File: src/rtl/mips_bus_lsu.sv
// Load/store unit between the multicycle core and an Avalon-style memory bus.
// Core requests are queued in order; one bus access is issued at a time.
// The unit builds byte enables and lane-aligned store data, and it extracts
// and extends load data. It flags misaligned accesses and bus timeouts.
// Ports:
//   clk, reset                     clock, asynchronous active-low reset
//   req_valid/req_ready            core request handshake
//   req_write/size/signed/addr/wdata  request payload
//   rsp_valid/rsp_rdata/rsp_err    registered one-cycle response
//   idle                           queue empty and FSM idle
//   address/read/write/writedata/byteenable/waitrequest/readdata  bus side
module mips_bus_lsu #(
  parameter int unsigned DATA_W     = 32,
  parameter int unsigned ADDR_W     = 32,
  parameter int unsigned FIFO_DEPTH = 4,
  parameter int unsigned TIMEOUT    = 255
) (
  input  logic                clk,
  input  logic                reset,
  input  logic                req_valid,
  output logic                req_ready,
  input  logic                req_write,
  input  logic [1:0]          req_size,
  input  logic                req_signed,
  input  logic [ADDR_W-1:0]   req_addr,
  input  logic [DATA_W-1:0]   req_wdata,
  output logic                rsp_valid,
  output logic [DATA_W-1:0]   rsp_rdata,
  output logic                rsp_err,
  output logic                idle,
  output logic [ADDR_W-1:0]   address,
  output logic                read,
  output logic                write,
  input  logic                waitrequest,
  output logic [DATA_W-1:0]   writedata,
  output logic [DATA_W/8-1:0] byteenable,
  input  logic [DATA_W-1:0]   readdata
);

  localparam int unsigned BYTES    = DATA_W / 8;
  localparam int unsigned OFS_W    = $clog2(BYTES);
  localparam int unsigned PTR_W    = $clog2(FIFO_DEPTH);
  localparam int unsigned CNT_W    = $clog2(FIFO_DEPTH + 1);
  localparam int unsigned TO_W     = (TIMEOUT > 0) ? $clog2(TIMEOUT + 1) : 1;
  localparam bit          NO_DWORD = (DATA_W == 32);

  localparam logic [1:0] S_IDLE  = 2'd0;
  localparam logic [1:0] S_ISSUE = 2'd1;
  localparam logic [1:0] S_RESP  = 2'd2;

  typedef struct packed {
    logic              write;
    logic [1:0]        size;
    logic              sgn;
    logic              mis;
    logic [ADDR_W-1:0] addr;
    logic [DATA_W-1:0] wdata;
  } entry_t;

  entry_t            mem [FIFO_DEPTH];
  entry_t            req_entry;
  entry_t            head;
  logic [PTR_W-1:0]  rd_ptr, wr_ptr, rd_ptr_nxt;
  logic [CNT_W-1:0]  count, count_after;
  logic              full, push, pop, req_mis, next_mis;

  logic [1:0]        state, state_d;
  logic [TO_W-1:0]   wait_cnt, wait_d;
  logic              rsp_valid_d, rsp_err_d;
  logic [DATA_W-1:0] rsp_rdata_d;

  logic [OFS_W-1:0]  ofs;
  logic [BYTES-1:0]  be_base;
  logic [7:0]        wbits;
  logic [6:0]        sh;
  logic [DATA_W-1:0] shifted, left, ext_u, ext_s, ext;
  logic signed [DATA_W-1:0] left_s;
  logic              issue;

  // Misalignment is decided once, when the request enters the queue.
  always_comb begin
    req_mis = 1'b0;
    case (req_size)
      2'd0:    req_mis = 1'b0;
      2'd1:    req_mis = req_addr[0];
      2'd2:    req_mis = |req_addr[1:0];
      default: req_mis = (|req_addr[2:0]) || NO_DWORD;
    endcase
  end

  always_comb begin
    req_entry.write = req_write;
    req_entry.size  = req_size;
    req_entry.sgn   = req_signed;
    req_entry.mis   = req_mis;
    req_entry.addr  = req_addr;
    req_entry.wdata = req_wdata;
  end

  // Queue bookkeeping; a full queue refuses even while popping.
  assign full        = (count == CNT_W'(FIFO_DEPTH));
  assign req_ready   = !full;
  assign push        = req_valid && !full;
  assign pop         = (state == S_RESP);
  assign head        = mem[rd_ptr];
  assign rd_ptr_nxt  = rd_ptr + PTR_W'(1);
  assign count_after = count + CNT_W'(push) - CNT_W'(1);
  // Head after the pop: the next stored entry, or the one arriving right now.
  assign next_mis    = (count > CNT_W'(1)) ? mem[rd_ptr_nxt].mis : req_mis;
  assign idle        = (count == '0) && (state == S_IDLE);

  // Queue storage (data only, no reset needed).
  always_ff @(posedge clk) begin
    if (push) mem[wr_ptr] <= req_entry;
  end

  // Queue pointers and occupancy.
  always_ff @(posedge clk or negedge reset) begin
    if (!reset) begin
      rd_ptr <= '0;
      wr_ptr <= '0;
      count  <= '0;
    end else begin
      if (push) wr_ptr <= wr_ptr + PTR_W'(1);
      if (pop)  rd_ptr <= rd_ptr_nxt;
      count <= count + CNT_W'(push) - CNT_W'(pop);
    end
  end

  // Lane arithmetic and load extraction for the head entry.
  always_comb begin
    ofs     = head.addr[OFS_W-1:0];
    be_base = BYTES'((16'd1 << (5'd1 << head.size)) - 16'd1);
    wbits   = 8'd8 << head.size;
    // Left-then-right shift by (DATA_W - access width) keeps the low bits and extends.
    if (32'(wbits) >= DATA_W) sh = 7'd0;
    else                      sh = 7'(DATA_W - 32'(wbits));
    shifted = readdata >> {ofs, 3'b000};
    left    = shifted << sh;
    left_s  = left;
    ext_s   = left_s >>> sh;
    ext_u   = left >> sh;
    ext     = head.sgn ? ext_s : ext_u;
  end

  // Bus outputs are live only in ISSUE.
  always_comb begin
    issue      = (state == S_ISSUE);
    read       = issue && !head.write;
    write      = issue && head.write;
    address    = issue ? {head.addr[ADDR_W-1:OFS_W], OFS_W'(0)} : '0;
    writedata  = issue ? (head.wdata << {ofs, 3'b000}) : '0;
    byteenable = issue ? (be_base << ofs) : '0;
  end

  // Next-state and response logic.
  always_comb begin
    state_d     = state;
    wait_d      = wait_cnt;
    rsp_valid_d = 1'b0;
    rsp_err_d   = 1'b0;
    rsp_rdata_d = '0;
    case (state)
      S_IDLE: begin
        if (count != '0) begin
          if (head.mis) begin
            state_d     = S_RESP;
            rsp_valid_d = 1'b1;
            rsp_err_d   = 1'b1;
          end else begin
            state_d = S_ISSUE;
            wait_d  = '0;
          end
        end
      end
      S_ISSUE: begin
        if (!waitrequest) begin
          state_d     = S_RESP;
          rsp_valid_d = 1'b1;
          rsp_rdata_d = head.write ? '0 : ext;
        end else if ((TIMEOUT != 0) && (wait_cnt == TO_W'(TIMEOUT))) begin
          state_d     = S_RESP;
          rsp_valid_d = 1'b1;
          rsp_err_d   = 1'b1;
        end else if (TIMEOUT != 0) begin
          wait_d = wait_cnt + TO_W'(1);
        end
      end
      S_RESP: begin
        if (count_after != '0) begin
          if (next_mis) begin
            state_d     = S_RESP;
            rsp_valid_d = 1'b1;
            rsp_err_d   = 1'b1;
          end else begin
            state_d = S_ISSUE;
            wait_d  = '0;
          end
        end else begin
          state_d = S_IDLE;
        end
      end
      default: state_d = S_IDLE;
    endcase
  end

  // State, wait counter and registered response.
  always_ff @(posedge clk or negedge reset) begin
    if (!reset) begin
      state     <= S_IDLE;
      wait_cnt  <= '0;
      rsp_valid <= 1'b0;
      rsp_err   <= 1'b0;
      rsp_rdata <= '0;
    end else begin
      state     <= state_d;
      wait_cnt  <= wait_d;
      rsp_valid <= rsp_valid_d;
      rsp_err   <= rsp_err_d;
      rsp_rdata <= rsp_rdata_d;
    end
  end

endmodule

File: config.mk
export PLATFORM = sky130hd
export DESIGN_NAME = mips_bus_lsu
export DESIGN_NICKNAME = d
export VERILOG_FILES = /design/src/rtl/mips_bus_lsu.sv
export SDC_FILE = /design/constraint.sdc
export NUM_CORES = 1
export LEC_CHECK = 0
export CAP_MARGIN = 20
export CORE_ASPECT_RATIO = 0.6
export CORE_MARGIN = 3
export CORE_UTILIZATION = 53
export DETAILED_ROUTE_END_ITERATION = 12
export HOLD_SLACK_MARGIN = 0.05
export PLACE_DENSITY = 0.89
export SYNTH_ARGS = -nofsm -noshare
export SYNTH_HDL_FRONTEND = slang
export SYNTH_SLANG_ARGS = --single-unit
File: constraint.sdc
create_clock -name clk -period 3.1 [get_ports clk]
set_clock_uncertainty 0.05 [all_clocks]
set_input_delay 0.465 -clock clk [delete_from_list [all_inputs] [get_ports clk]]
set_output_delay 0.465 -clock clk [all_outputs]
set_load 0.01 [all_outputs]
# Word level (Yosys, flattened, before mapping)
# Memories as Yosys holds them, arrays and structs flattened.
# Cells that the tools add are included.
# word_totals
mem_bits_rw	276
regBits	51
wordCells	91
memories	1
# memory_table
memory	words	width	rd	rd_ports_with_merged_regs	write_ports	line_no	text
mem	4	69	2	0	1	60	entry_t mem [FIFO_DEPTH];
# classes
eq_ne	13
n_shift	9
add_sub_neg	8
n_lt_le_gt_ge	2
n_mux	35
reduce_logical	15
# ops
op	count
$mux 32	6
$mux 8	6
$shl 32x5->32	1
$shl 32x7->32	1
$shr 32x5->32	1
$shr 32x7->32	1
$sshr 32x7->32	1
$pmux 8 s3	1
$mux 2	6
$mux 1	10
$pmux 1 s3	3
$reduce_bool 3->1	3
$add 8x1->8 const B	1
$eq 8x8->1 const B	1
$ge 8x6->1 const B	1
$ne 2x2->1 const B	4
$shl 4x2->8 const A	1
$mux 7	1
$reduce_and 7->1	1
$sub 6x7->7 const A	1
$pmux 2 s3	1
$shl 1x2->5 const A	1
$shl 1x5->4 const A	1
$add 2x1->2 const B	2
18 further kinds	26

# Longest topological paths before layout
# An unclocked memory read counts as a cell.
# logic_depth
depth_word	10
ltp_mapped	10

# Worst setup path before layout
# No wires, ideal clock.
# synth_timing
path_type	register -> register
from	register count[1]
to	memory mem[0][0] in the netlist's numbering (enable)
slack_ns	0.326
n_path_buf	0
arrival_ns	2.289
setup_ns	0.435
t_required_ns	2.615
stages_incl_launch_ff	4
cell_sequence	dfrtp_1 nor2_1 nand2_1 and3_1
# synth_between
elab_chain_len	5
# synth_lines
element	line_no	text
start: declaration	64	logic [CNT_W-1:0] count, count_after;
start signal: assignment	126	count <= count + CNT_W'(push) - CNT_W'(pop);
$eq 3x3->1	101	assign full = (count == CNT_W'(FIFO_DEPTH));
$logic_not 1->1	n/a	
via req_ready	21	output logic req_ready,
$logic_and 1x1->1	103	assign push = req_valid && !full;
$mux 1	114	if (push) mem[wr_ptr] <= req_entry;
$mux 1 (not written as such)	114	
end: declaration	60	
# The timed path passes the listed nets, and every way through them passes these cells.

# Worst setup path after layout
# layout_timing
from	register rd_ptr[0]
to	output port writedata[29]
# layout_between
elab_chain_len	3
# layout_lines
element	line_no	text
start: declaration	63	logic [PTR_W-1:0] rd_ptr, wr_ptr, rd_ptr_nxt;
start signal: assignment	125	if (pop) rd_ptr <= rd_ptr_nxt;
$mem_v2 4x69	n/a	
$shl 32x5->32	152	writedata = issue ? (head.wdata << {ofs, 3'b000}) : '0;
$mux 32	152	
end: declaration	35	output logic [DATA_W-1:0] writedata,
# Every way passes these cells.

==> results.cfg <==
[outcome]
status = complete, but fails checks
violations = setup timing

[detailed_routing]
drt_first_pass_iters = 5
dr_total_vias = 8301
routed_wl_um = 34300
drt_iter0_markers = 931
antenna_left = 0
post-route-drc-count = 0
wl_per_cell_um = 24.6
viasPerCell = 5.95

[placement]
gp_congestion = 0.918
dpl.hpwl_um = 21900
placed_cell_area_um2 = 16100
portBuffers = 207

[final_layout]
design_area_um2 = 17700
fillers = 1472
final_nets = 1160
drive_gt1_share_pct = 25.5
area_delta_synth_final_pct = 30.9

[critical_path]
crit_family = buffers and inverters
cp-start-kind = flip-flop
path_class = flip-flop to output pin
end_kind = output pin
critPathBufInv = 5
reg2reg_from = rd_ptr[0]
critical_path_required_ns = 2.58
crit_path_max_fanout = 6
cp.arrival_ns = 2.66
crit_slowest_cell = mux4_2
path_common_cell = buf_6
crit_start = rd_ptr[0]
slowest_delay_ns = 0.55
worstPathCellList = mux4_2 > buf_6 > buf_6 > buf_16 > mux2i_4 > buf_4 > a211oi_2 > buf_2

[floorplan]
io_pins = 210
coreArea_um2 = 24600
die-width_um = 212
dieArea_um2 = 27500
num_rows = 44
start_util_pct = 54.8
die_h_um = 130

[logic_synthesis]
ys_types = 53
ys_warn_count = 0
synth_top_area_cell = edfxtp_1
ys_seq_area_share_pct = 70.9
synth_flop_cell = edfxtp_1
synth_edf_count = 276
netlist.area_leader.share_pct = 61.4
postSynthAreaPerCell_um2 = 17.4
synthMostInstantiatedCell = edfxtp_1
netlist_top_cells_area = edfxtp_1, mux4_2, dfrtp_1
synthTopCellsByCount = edfxtp_1, mux4_2, dfrtp_1, nand2_1, nor2b_1
synth_cells = 777
ys_seq_elements = 327
synth-async-reset-ratio_pct = 15.6
synth.cell_area_um2 = 13500

[pwr]
swShare_pct = 33.4
seq_power_share_pct = 34.4
powerDensity_nw_per_um2 = 985
peakVddDrop_mv = 0.475
power.internal_mw = 11.6
pwr-share-comb_pct = 44.4
power.switching_mw = 5.81
clockPowerShare_pct = 21.2
p_leak_nw = 6.44

[global_routing]
grt_start_max_net_pins = 70
grt_usage_pct = 24.7
antenna_found_initial = 4
grt_pass1_vias = 8248
overflow = 0
grt_pass1_wl_um = 50400

[cts]
cts_tree = done
cts_buffer_depth = 3
numCtsBuffers = 29
cts_max_level = 1
clock-root-buffer = clkbuf_16
cts.sinks = 327
cts.clk_slew.worst_paths_ns = 0.07
clk_latency_ns = 0.56

[sta]
fin_crit_sh_pct = 102
fin_crit_ns = 3.18
hold_violations = 0
rsz0062_at_grt = yes
tns_ns = -0.281
maxSlewHeadroom_pct = 36.7
worst_slew_pin_slew_ns = 0.950
layout_setup_ws_ns = -0.0753
fmax_ghz = 0.315
slew_viol_final = 0
setup-violations-final = 7

[hold_path]
hold_class = input port to async pin

[flow_run]
maxCapViolCount = 0
-- logic make-up (layout without fill, tap and decap cells) --
kind of cell,Yosys count,count (layout),synth area share [%]
compound gates,87,87,4.41
simple gates,177,177,6.55
other cells,1,4,0.0278
mux,107,107,14.5
flops,327,327,70.9
fa+ha+maj,9,9,0.835
xor+xnor,12,12,0.779
buf+inv,57,349,1.96
-- final cells by class --
type	instances	area (um^2)	share of cell area [%]
multi-input cells	394	3860	21.8
well taps	322	403	2.28
repair buffers	285	2810	15.9
clock inverters	20	224	1.27
clock buffers	34	744	4.22
flip-flops and latches	327	9570	54.2
diodes	2	5.00	0.0284
inverters	10	37.5	0.213
-- path summary, 6_finish.rpt --
check                      slack (ns)  cells after the start             to
max in group asynchronous        1.90                      3      wr_ptr[1]
min in group clk                 0.48                      1      mem[3][5]
setup / recovery                -0.08                      8  writedata[29]
hold / removal                   0.44                      2  rsp_rdata[28]
setup reg to reg                 0.32                     10  rsp_rdata[12]
hold reg to reg                  0.52                      2    wait_cnt[6]
-- flip-flops by register name (all words and copies together), names as in the netlist --
name and cells:
rsp_err 1, rd_ptr 2, count 3, rsp_valid 1
wait_cnt 8, rsp_rdata 32, wr_ptr 2, mem 276
state 2
-- stage by stage --
| stage | instances | utilization [%] | hold slack, ns | power (mW) | setup slack [ns] |
|---|---|---|---|---|---|
| final | 1394 | 71.7 | 0.443 | 17.4 | -0.0753 |
| after global routing | 1393 | 71.7 | 0.476 | 18.1 | -0.143 |
| after CTS | 1386 | 71.0 | 0.439 | 17.0 | -0.203 |
| after detailed placement | 1299 | 65.6 | 0.487 | 12.6 | 0.0559 |
| after global placement | 1299 | 65.6 | 0.492 | 12.4 | 0.202 |
| after floorplan | 778 | - | 0.119 | 9.99 | 0.326 |
-- layer usage --
layer	vias up	GRT usage [%]	share of wire [%]
met5	-	0	0.14
met1	4190	36.2	41
met2	442	36.2	45
li1	3572	-	-
met3	91	7.86	10
met4	6	6.92	3.1
-- cell usage in the layout, fill, tap and decap left out, types with 13 or more instances in the layout --
| cell type | instances |
|---|---|
| clkbuf_16 | 29 |
| buf_12 | 13 |
| nor2_1 | 33 |
| mux4_2 | 70 |
| edfxtp_1 | 276 |
| mux2i_1 | 18 |
| a211oi_1 | 14 |
| dfrtp_1 | 49 |
| nor2b_1 | 40 |
| nand2_1 | 51 |
| a21oi_1 | 26 |
| buf_4 | 47 |
| buf_6 | 14 |
| buf_2 | 27 |
| clkdlybuf4s50_1 | 156 |
-- timing repair --
action / 4_1_cts / 5_1_grt
gates resized for setup: 178 / 51
hold endpoints to repair: 27 / 0
endpoints found under the setup margin: 62 / 50
gates cloned: 5 / 0
hold buffers: 1 / 0
buffers inserted: 27 / 6
pin swaps: 2 / 3
-- worst reg2reg max path, delay by kind of cell, from the launching register on --
kind / cells / cell delay (ns)
DFF: 1 / 0.53
buffers and inverters: 5 / 0.77
and+or+nand+nor: 1 / 0.13
muxes: 1 / 0.49
AOI/OAI and AO/OA: 3 / 0.68
-- power by group through the flow --
stage          clock, mW  sequential [mW]  combinational, mW
6_report            3.69             5.98               7.71
5_1_grt             3.94             6.04               8.14
4_1_cts             3.75             5.98               7.24
3_5_place_dp           0             6.06               6.50
3_3_place_gp           0             6.01               6.39
2_1_floorplan          0             6.01               3.98
(Power assumes the default switching activity.)
